File: config.mk
export PLATFORM = sky130hd
export DESIGN_NAME = fp32_divider
export DESIGN_NICKNAME = d
export VERILOG_FILES = /design/src/rtl/fp32_pkg.sv /design/src/rtl/fp32_div_round.sv /design/src/rtl/fp32_divider.sv
export SDC_FILE = /design/constraint.sdc
export NUM_CORES = 1
export LEC_CHECK = 0
export CAP_MARGIN = 15
export CORE_ASPECT_RATIO = 0.5
export CORE_MARGIN = 2
export CORE_UTILIZATION = 60
export DETAILED_ROUTE_END_ITERATION = 10
export PLACE_DENSITY = 0.86
export SYNTH_ARGS = -nofsm -noshare
export SYNTH_HDL_FRONTEND = slang
export SYNTH_SLANG_ARGS = --single-unit
File: constraint.sdc
create_clock -name clk -period 4.7 [get_ports clk]
set_clock_uncertainty 0.2 [all_clocks]
set_input_delay 0.47 -clock clk [delete_from_list [all_inputs] [get_ports clk]]
set_output_delay 0.47 -clock clk [all_outputs]
set_load 0.02 [all_outputs]
File: src/rtl/fp32_pkg.sv
`default_nettype none
// ============================================================================
// Module      : fp32_pkg
// Description : Shared FP32 constants, packed FP32 field type and the state
//               encoding of the sequential divider.
// Revision    : 1.0 - initial release
// ============================================================================
package fp32_pkg;

    localparam int         FP_EXP_BIAS = 127;
    localparam logic [7:0] FP_EXP_MAX  = 8'hFF;
    localparam int         FP_MANT_W   = 23;
    localparam int         FP_DIV_ITER = 27;

    typedef struct packed {
        logic       sign;
        logic [7:0] exp;
        logic [22:0] mant;
    } fp32_t;

    typedef enum logic [1:0] {
        ST_IDLE   = 2'd0,
        ST_DIVIDE = 2'd1,
        ST_ROUND  = 2'd2,
        ST_DONE   = 2'd3
    } div_state_t;

endpackage
`default_nettype wire

File: src/rtl/fp32_div_round.sv
`default_nettype none
// ============================================================================
// Module      : fp32_div_round
// Description : Combinational normalise / round / pack stage for a 27-bit
//               quotient. FP_DIV_RNE_EN selects round-to-nearest-even;
//               without it the mantissa is truncated.
// Revision    : 1.0 - initial release
// ============================================================================
module fp32_div_round
    import fp32_pkg::*;
(
    input  logic [FP_DIV_ITER-1:0] i_q,
    input  logic                   i_rem_nz,
    input  logic signed [9:0]      i_exp,
    input  logic                   i_sign,
    output logic [31:0]            o_result,
    output logic                   o_overflow,
    output logic                   o_underflow
);

    logic signed [9:0]    w_exp_norm;
    logic signed [9:0]    w_exp_rnd;
    logic [FP_MANT_W-1:0] w_mant_norm;
    logic [FP_MANT_W-1:0] w_mant_rnd;
    fp32_t                w_pack;

    // A quotient below 1.0 has its leading one one place lower
    assign w_exp_norm  = i_q[26] ? i_exp : i_exp - 10'sd1;
    assign w_mant_norm = i_q[26] ? i_q[25:3] : i_q[24:2];

`ifdef FP_DIV_RNE_EN
    logic               w_guard;
    logic               w_round;
    logic               w_sticky;
    logic               w_round_up;
    logic [FP_MANT_W:0] w_mant_sum;

    assign w_guard    = i_q[26] ? i_q[2] : i_q[1];
    assign w_round    = i_q[26] ? i_q[1] : i_q[0];
    assign w_sticky   = i_q[26] ? (i_q[0] | i_rem_nz) : i_rem_nz;
    assign w_round_up = w_guard & (w_round | w_sticky | w_mant_norm[0]);
    assign w_mant_sum = {1'b0, w_mant_norm} + {{FP_MANT_W{1'b0}}, w_round_up};
    // On carry-out the low bits are already all zero
    assign w_mant_rnd = w_mant_sum[FP_MANT_W-1:0];
    assign w_exp_rnd  = w_exp_norm + $signed({9'd0, w_mant_sum[FP_MANT_W]});
`else
    logic w_unused_trunc;

    assign w_unused_trunc = ^{i_q[1:0], i_rem_nz};
    assign w_mant_rnd     = w_mant_norm;
    assign w_exp_rnd      = w_exp_norm;
`endif

    // Saturate to infinity or flush to zero when the exponent leaves range
    always_comb begin
        o_overflow    = 1'b0;
        o_underflow   = 1'b0;
        w_pack.sign   = i_sign;
        w_pack.exp    = w_exp_rnd[7:0];
        w_pack.mant   = w_mant_rnd;
        if (w_exp_rnd >= 10'sd255) begin
            o_overflow  = 1'b1;
            w_pack.exp  = FP_EXP_MAX;
            w_pack.mant = '0;
        end else if (w_exp_rnd <= 10'sd0) begin
            o_underflow = 1'b1;
            w_pack.exp  = 8'd0;
            w_pack.mant = '0;
        end
    end

    assign o_result = w_pack;

endmodule
`default_nettype wire

File: src/rtl/fp32_divider.sv
`default_nettype none
// ============================================================================
// Module      : fp32_divider
// Description : Sequential IEEE-754 single-precision divider with a 27-step
//               radix-2 restoring mantissa divider and valid/ready handshakes.
//               Build option FP_DIV_RNE_EN enables round-to-nearest-even,
//               otherwise results are truncated.
// Revision    : 1.0 - initial release
// ============================================================================
module fp32_divider
    import fp32_pkg::*;
(
    input  logic        clk,
    input  logic        rst,
    input  logic        in_valid,
    output logic        in_ready,
    input  logic [31:0] a_operand,
    input  logic [31:0] b_operand,
    output logic        out_valid,
    input  logic        out_ready,
    output logic [31:0] result,
    output logic        Exception,
    output logic        Overflow,
    output logic        Underflow,
    output logic        DivByZero
);

    div_state_t        r_state;
    div_state_t        w_state_nxt;
    logic              r_sign;
    logic signed [9:0] r_exp;
    logic [23:0]       r_mb;
    logic [24:0]       r_rem;
    logic [26:0]       r_q;
    logic [4:0]        r_iter;
    logic [31:0]       r_result;
    logic              r_exception;
    logic              r_overflow;
    logic              r_underflow;
    logic              r_div_by_zero;

    fp32_t             w_a;
    fp32_t             w_b;
    logic              w_sign;
    logic              w_special;
    logic [31:0]       w_spec_result;
    logic              w_spec_exc;
    logic              w_spec_dbz;
    logic              w_ge;
    logic [24:0]       w_rem_sub;
    logic              w_last_iter;
    logic [31:0]       w_rnd_result;
    logic              w_rnd_overflow;
    logic              w_rnd_underflow;

    assign w_a         = a_operand;
    assign w_b         = b_operand;
    assign w_sign      = w_a.sign ^ w_b.sign;
    assign w_special   = (w_a.exp == 8'd0) || (w_b.exp == 8'd0) ||
                         (w_a.exp == FP_EXP_MAX) || (w_b.exp == FP_EXP_MAX);
    assign w_ge        = r_rem >= {1'b0, r_mb};
    assign w_rem_sub   = w_ge ? (r_rem - {1'b0, r_mb}) : r_rem;
    assign w_last_iter = (r_iter == 5'(FP_DIV_ITER - 1));

    assign in_ready  = (r_state == ST_IDLE);
    assign out_valid = (r_state == ST_DONE);
    assign result    = r_result;
    assign Exception = r_exception;
    assign Overflow  = r_overflow;
    assign Underflow = r_underflow;
    assign DivByZero = r_div_by_zero;

    // Resolve the special operand combinations directly from the inputs
    always_comb begin
        w_spec_result = '0;
        w_spec_exc    = 1'b0;
        w_spec_dbz    = 1'b0;
        if ((w_a.exp == FP_EXP_MAX) || (w_b.exp == FP_EXP_MAX)) begin
            w_spec_exc = 1'b1;
        end else if ((w_a.exp == 8'd0) && (w_b.exp == 8'd0)) begin
            w_spec_exc = 1'b1;
        end else if (w_b.exp == 8'd0) begin
            w_spec_dbz    = 1'b1;
            w_spec_result = {w_sign, FP_EXP_MAX, 23'd0};
        end else if (w_a.exp == 8'd0) begin
            w_spec_result = {w_sign, 31'd0};
        end
    end

    fp32_div_round u_round (
        .i_q        (r_q),
        .i_rem_nz   (r_rem != 25'd0),
        .i_exp      (r_exp),
        .i_sign     (r_sign),
        .o_result   (w_rnd_result),
        .o_overflow (w_rnd_overflow),
        .o_underflow(w_rnd_underflow)
    );

    // State register
    always_ff @(posedge clk) begin
        if (rst) begin
            r_state <= ST_IDLE;
        end else begin
            r_state <= w_state_nxt;
        end
    end

    // Next-state selection
    always_comb begin
        w_state_nxt = r_state;
        case (r_state)
            ST_IDLE:   if (in_valid) w_state_nxt = w_special ? ST_DONE : ST_DIVIDE;
            ST_DIVIDE: if (w_last_iter) w_state_nxt = ST_ROUND;
            ST_ROUND:  w_state_nxt = ST_DONE;
            ST_DONE:   if (out_ready) w_state_nxt = ST_IDLE;
            default:   w_state_nxt = ST_IDLE;
        endcase
    end

    // Operand capture, restoring divide steps and the registered result
    always_ff @(posedge clk) begin
        if (rst) begin
            r_sign        <= 1'b0;
            r_exp         <= '0;
            r_mb          <= '0;
            r_rem         <= '0;
            r_q           <= '0;
            r_iter        <= '0;
            r_result      <= '0;
            r_exception   <= 1'b0;
            r_overflow    <= 1'b0;
            r_underflow   <= 1'b0;
            r_div_by_zero <= 1'b0;
        end else begin
            case (r_state)
                ST_IDLE: begin
                    if (in_valid) begin
                        r_sign <= w_sign;
                        r_exp  <= 10'({2'b00, w_a.exp}) - 10'({2'b00, w_b.exp})
                                  + 10'(FP_EXP_BIAS);
                        r_mb   <= {1'b1, w_b.mant};
                        r_rem  <= {2'b01, w_a.mant};
                        r_q    <= '0;
                        r_iter <= '0;
                        if (w_special) begin
                            r_result      <= w_spec_result;
                            r_exception   <= w_spec_exc;
                            r_div_by_zero <= w_spec_dbz;
                        end
                    end
                end
                ST_DIVIDE: begin
                    r_rem  <= w_rem_sub << 1;
                    r_q    <= {r_q[25:0], w_ge};
                    r_iter <= r_iter + 5'd1;
                end
                ST_ROUND: begin
                    r_result    <= w_rnd_result;
                    r_overflow  <= w_rnd_overflow;
                    r_underflow <= w_rnd_underflow;
                end
                ST_DONE: begin
                    if (out_ready) begin
                        r_result      <= '0;
                        r_exception   <= 1'b0;
                        r_overflow    <= 1'b0;
                        r_underflow   <= 1'b0;
                        r_div_by_zero <= 1'b0;
                    end
                end
                default: ;
            endcase
        end
    end

endmodule
`default_nettype wire

# After elaboration in Yosys (flattened, before gate mapping)
# Index checks and enable logic that the tools add are counted.
dict set report op_classes {
  shift 0
  n_bitwise 1
  n_mul 0
  reduce_logical 18
  div 0
  n_lt_le_gt_ge 3
  n_eq_ne 10
  addsub 5
  n_mux 41
}
# operator count
set ops {}
lappend ops {{$mux 32} 7}
lappend ops {{$pmux 32 s3} 1}
lappend ops {{$mux 31} 2}
lappend ops {{$pmux 27 s2} 1}
lappend ops {{$pmux 25 s2} 1}
lappend ops {{$mux 27} 1}
lappend ops {{$ge 25x24->1} 1}
lappend ops {{$mux 25} 1}
lappend ops {{$mux 24} 1}
lappend ops {{$sub 24x24->24} 1}
lappend ops {{$mux 23} 1}
lappend ops {{$eq 8x8->1 const B} 2}
lappend ops {{$logic_not 8->1} 2}
lappend ops {{$mux 1} 13}
lappend ops {{$add 9x8->10 const B} 1}
lappend ops {{$ge 10x9->1 const B} 1}
lappend ops {{$le 10x1->1 const B} 1}
lappend ops {{$mux 10} 1}
lappend ops {{$pmux 5 s2} 1}
lappend ops {{$sub 10x2->10 const B} 1}
lappend ops {{$sub 8x8->9} 1}
lappend ops {{$mux 2} 4}
lappend ops {{$pmux 1 s2} 4}
lappend ops {{$pmux 2 s4} 1}
lappend ops {{other kinds (16)} 27}
dict set report totals {
  latchBits 0
  inputBits 68
  rom_bits 0
  ramBits 0
  out_inout_bits 38
  n_memories 0
  ff_bits 130
}

# Logic depth before layout (Yosys ltp)
dict set report logic_depth {
  depth_word 8
  depth_mapped 13
  ltp_nobuf 12
}

# By module
# From an unflattened synthesis, not the netlist that was laid out.
dict set report hier_totals {
  cells_unflattened 1025
  hier_area_um2 8335.5
}
# mod seq_area_each_um2 instances area_per_inst_um2 cells_each
set by_module_without_submodules {}
lappend by_module_without_submodules {fp32_divider 2602.5 1 7307.0 904}
lappend by_module_without_submodules {fp32_div_round 0.0 1 1028.5 121}

# Worst setup path before layout
# No wires, ideal clock.
dict set report synth_timing {
  path_type {in2reg}
  start {input port a_operand[23]}
  end {register r_exp[7]}
  cell_stages 11
  slack_ns 1.899
  required_time_ns 4.414
  setup_time_ns 0.086
  t_arrival_ns 2.515
  cell_sequence {inv_1 -> ha_1 -> inv_1 -> fa_1 -> a21o_1 -> a21oi_1 -> xnor2_1 -> a21oi_1 -> nor4bb_1 -> xnor2_1 -> a211oi_1}
}
dict set report synth_between {
  elab_chain_cells 2
}
# item line_no
set synth_lines {}
lappend synth_lines {{from (decl)} fp32_divider.sv:17} ;# input logic [31:0] a_operand,
lappend synth_lines {{$sub 8x8->9} fp32_divider.sv:140} ;# r_exp <= 10'({2'b00, w_a.exp}) - 10'({2'b00, w_b.exp})
lappend synth_lines {{$add 9x8->10} fp32_divider.sv:141} ;# + 10'(FP_EXP_BIAS);
lappend synth_lines {{to (signal assigned)} fp32_divider.sv:140}
lappend synth_lines {{to (decl)} fp32_divider.sv:31} ;# logic signed [9:0] r_exp;
# Every way passes these cells.
# A chain may end at the register's enable or synchronous reset.

# Worst setup path after layout
dict set report layout_timing {
  start {register r_mb[18]}
  end {register r_rem[14]}
}
dict set report layout_between {
  elab_chain_cells 3
}
# item line_no
set layout_lines {}
lappend layout_lines {{from (decl)} fp32_divider.sv:32} ;# logic [23:0] r_mb;
lappend layout_lines {{from (signal assigned)} fp32_divider.sv:142} ;# r_mb <= {1'b1, w_b.mant};
lappend layout_lines {{$ge 25x24->1} fp32_divider.sv:61} ;# assign w_ge = r_rem >= {1'b0, r_mb};
lappend layout_lines {{$mux 24} fp32_divider.sv:62} ;# assign w_rem_sub = w_ge ? (r_rem - {1'b0, r_mb}) : r_rem;
lappend layout_lines {{$pmux 25 s2} fp32_divider.sv:136} ;# case (r_state)
lappend layout_lines {{to (signal assigned)} fp32_divider.sv:143} ;# r_rem <= {2'b01, w_a.mant};
lappend layout_lines {{to (signal assigned)} fp32_divider.sv:154} ;# r_rem <= w_rem_sub << 1;
lappend layout_lines {{to (decl)} fp32_divider.sv:33} ;# logic [24:0] r_rem;
# Every way passes these cells.

==> flow_summary.toml <==
[route]
vias = 7411
ant_nets = 0
firstDrtPassIters = 5
drc_errors = 0
wl_per_cell_um = 16.7
drt-total-wl_um = 20300
vias_per_cell = 6.10
drt_iter0_drc = 622

[timing]
timing.final.ws_setup_ps = 1090
slew_viol_final = 0
setup_violations = 0
period_needed_ps = 3610
timing.hold.ws_ps = 253
slew_headroom_pct = 43.8
worst_pin_slew_ps = 837
period_share_pct = 76.8
rsz0062_at_grt = "no"
finalSetupTns_ps = 0
max_freq_ghz = 0.277
hold_viol_final = 0

[synth]
ys_top_cells_by_area = "dfxtp_1 (34%), ha_1 (6.6%), nand2_1 (5.9%)"
synth_warnings = 0
synth_area_um2 = 7620
synth-edff-count = 0
synth_common_cells = "dfxtp_1 (130), nand2_1 (119), nor2_1 (92), a21oi_1 (73), inv_1 (48)"
syn_nets = 1059
synth_compound_area_share_pct = 24.8
synth_top_flop_cell = "dfxtp_1"
postSynthCellCount = 949
ys_async_sr_fraction_pct = 0
syn_area_per_cell_um2 = 8.03
yosys.area_share.simple_pct = 20.6
yosys.cell_count.top_type = "dfxtp_1"
yosysSeqAreaShare_pct = 34.1
synth_top_area_share_pct = 34.1
synth_top_area_cell = "dfxtp_1"
synth.distinct_cells = 71
ys_seq_elements = 130
synth_fa_ha_area_share_pct = 7.09
synth_top_family_by_area = "compound AO/OA/AOI/OAI gates"
synth-xor-area-share_pct = 4.37
synth.mux.area_fraction_pct = 3.56

[floorplanning]
fp.dieArea_um2 = 13700
die_y_um = 83.7
start_util_pct = 60.9
num_rows = 29
fp.dieW_um = 163
core_um2 = 12500
pin_count = 106

[cells_and_area]
antenna-diode-count = 0
fin_cells = 1215
drive_gt1_share_pct = 7.75
fin_area_um2 = 9350
multi_input_area_um2 = 4630
final-seq-area_um2 = 2600
n_fill_cell = 927
fin_nets = 1142
syn_to_final_growth_pct = 22.7
fin_util_pct = 74.7

[setup_path]
endpoint_kind = "flip-flop"
reg2reg_to = "r_rem[14]"
path_max_fanout = 15
cp.required_ps = 4830
arrival_ps = 3740
critPathSlowestCell = "and3_1"
reg2reg_depth = 10
cp_common_cell = "and3_1"
crit_buf_inv = 1
r2r_setup_slack_ps = 1090
cp_top_family = "simple AND/OR/NAND/NOR gates"
critical_path_class = "flip-flop to flip-flop"
startpoint = "r_mb[18]"
cp_slowest_stage_delay_ps = 660
cp_cell_sequence = "inv_1 > ha_1 > and3_1 > nand3_1 > nor2b_1 > nor3_1 > and3_1 > nand2_1 > and3_1 > a211oi_1"
critPathLaunchType = "flip-flop"
regToRegStartpoint = "r_mb[18]"

[placed_design]
placed_cells = 1183
detailedPlace.worstSlack_ps = 1160
portBuffers = 105
dpl.hpwl_um = 14100
place_area_um2 = 8760
gp_congestion = 0.939

[clock_network]
post_cts_resized = 0
cts_setup_buffers = 0
postCtsHoldBufs = 0
clock_latency_ps = 430
root_buffer = "clkbuf_16"
numCtsBuffers = 17
cts_buffer_depth = 2
clkTransAtPathRegs_ps = 60
htreeDepth = 4
tritoncts = "yes"
cts_num_sinks = 130

[power_and_ir_drop]
p_total_mw = 6.40
power_density_nw_per_um2 = 684
ir_drop_v = 0.000374
p_leak_nw = 3.48

[min_path]
hp-class = "flip-flop to flip-flop"
min_from = "result[10]"
hold_path_depth = 2
whs_endpoint = "result[10]"

[global_routing]
grt_first_pass_wirelength_um = 33300
overflow = 0
grt_max_degree = 58
grt_pass1_vias = 7077
antenna_found_initial = 0
grt_usage_pct = 30.3

[job]
drv_cap = 0

[status]
outcome = "finished, final reports clean"
[state kept, by name, summed over array words and instances (netlist names)]
register and cells:
r_sign 1, r_rem 25, DivByZero 1, r_mb 24, Exception 1, Underflow 1
result 32, r_iter 5, r_exp 10, Overflow 1, r_state 2, r_q 27
[routing by layer]
| metal | up-vias | global-route usage (%) | part of all wire [%] |
|---|---|---|---|
| met3 | 38 | 6.66 | 7.1 |
| met2 | 281 | 51.3 | 48 |
| li1 | 3582 | - | - |
| met4 | 0 | 10.1 | 1.8 |
| met1 | 3510 | 38.2 | 43 |
| met5 | - | 0 | 0 |
[kinds of logic (layout without fill, tap and decap cells)]
logic type	Yosys count	in the layout
buffers and inverters	102	198
AO/OA/AOI/OAI	278	278
adder cells (fa/ha/maj)	42	42
AND/OR/NAND/NOR	332	332
multiplexers	27	27
XOR/XNOR	38	38
flip-flops	130	130
[worst max path at each step]
stage               cells past startpoint         to
floorplan                              11   r_exp[7]
global placement                       11   r_exp[7]
global route                           10  r_rem[14]
CTS                                    10  r_rem[14]
finish                                 10  r_rem[14]
detailed placement                     11   r_exp[7]
[worst register-to-register path: cells and delay by family, from the launching register on]
family / cells / cell delay, ps
and+or+nand+nor: 7 / 2310
adders and majority gates: 1 / 410
DFF: 1 / 330
AOI/OAI and AO/OA: 1 / 230
buffers and inverters: 1 / 40
[power breakdown]
| part | switching [mW] | internal (mW) |
|---|---|---|
| registers | 0.169 | 1.30 |
| logic | 2.29 | 1.34 |
| clock network | 0.595 | 0.708 |
[placed cells by master (no fill, tap or decap), types with 7 or more instances in the layout]
master / count
a211oi_1: 21
a21o_1: 13
a21oi_1: 73
a22o_1: 7
a22oi_1: 32
and3_1: 8
buf_4: 12
clkbuf_16: 17
clkdlybuf4s50_1: 104
dfxtp_1: 129
ha_1: 40
inv_1: 48
mux2i_1: 26
nand2_1: 119
nand3_1: 20
nand3b_1: 10
nand4_1: 10
nor2_1: 90
nor2b_1: 7
nor3_1: 21
o21ai_0: 45
o21ai_2: 20
o41ai_1: 9
or3_1: 13
xnor2_1: 21
xor2_1: 17
[final cells by class]
cell class	instances	share of cell area (%)
flip-flops and latches	130	27.8
clock buffers	17	4.55
multi-input cells	717	49.5
well taps	170	2.27
clock inverters	15	1.75
inverters	50	2.01
repair buffers	116	12.1
No activity file was read; power rests on OpenSTA's default activity.
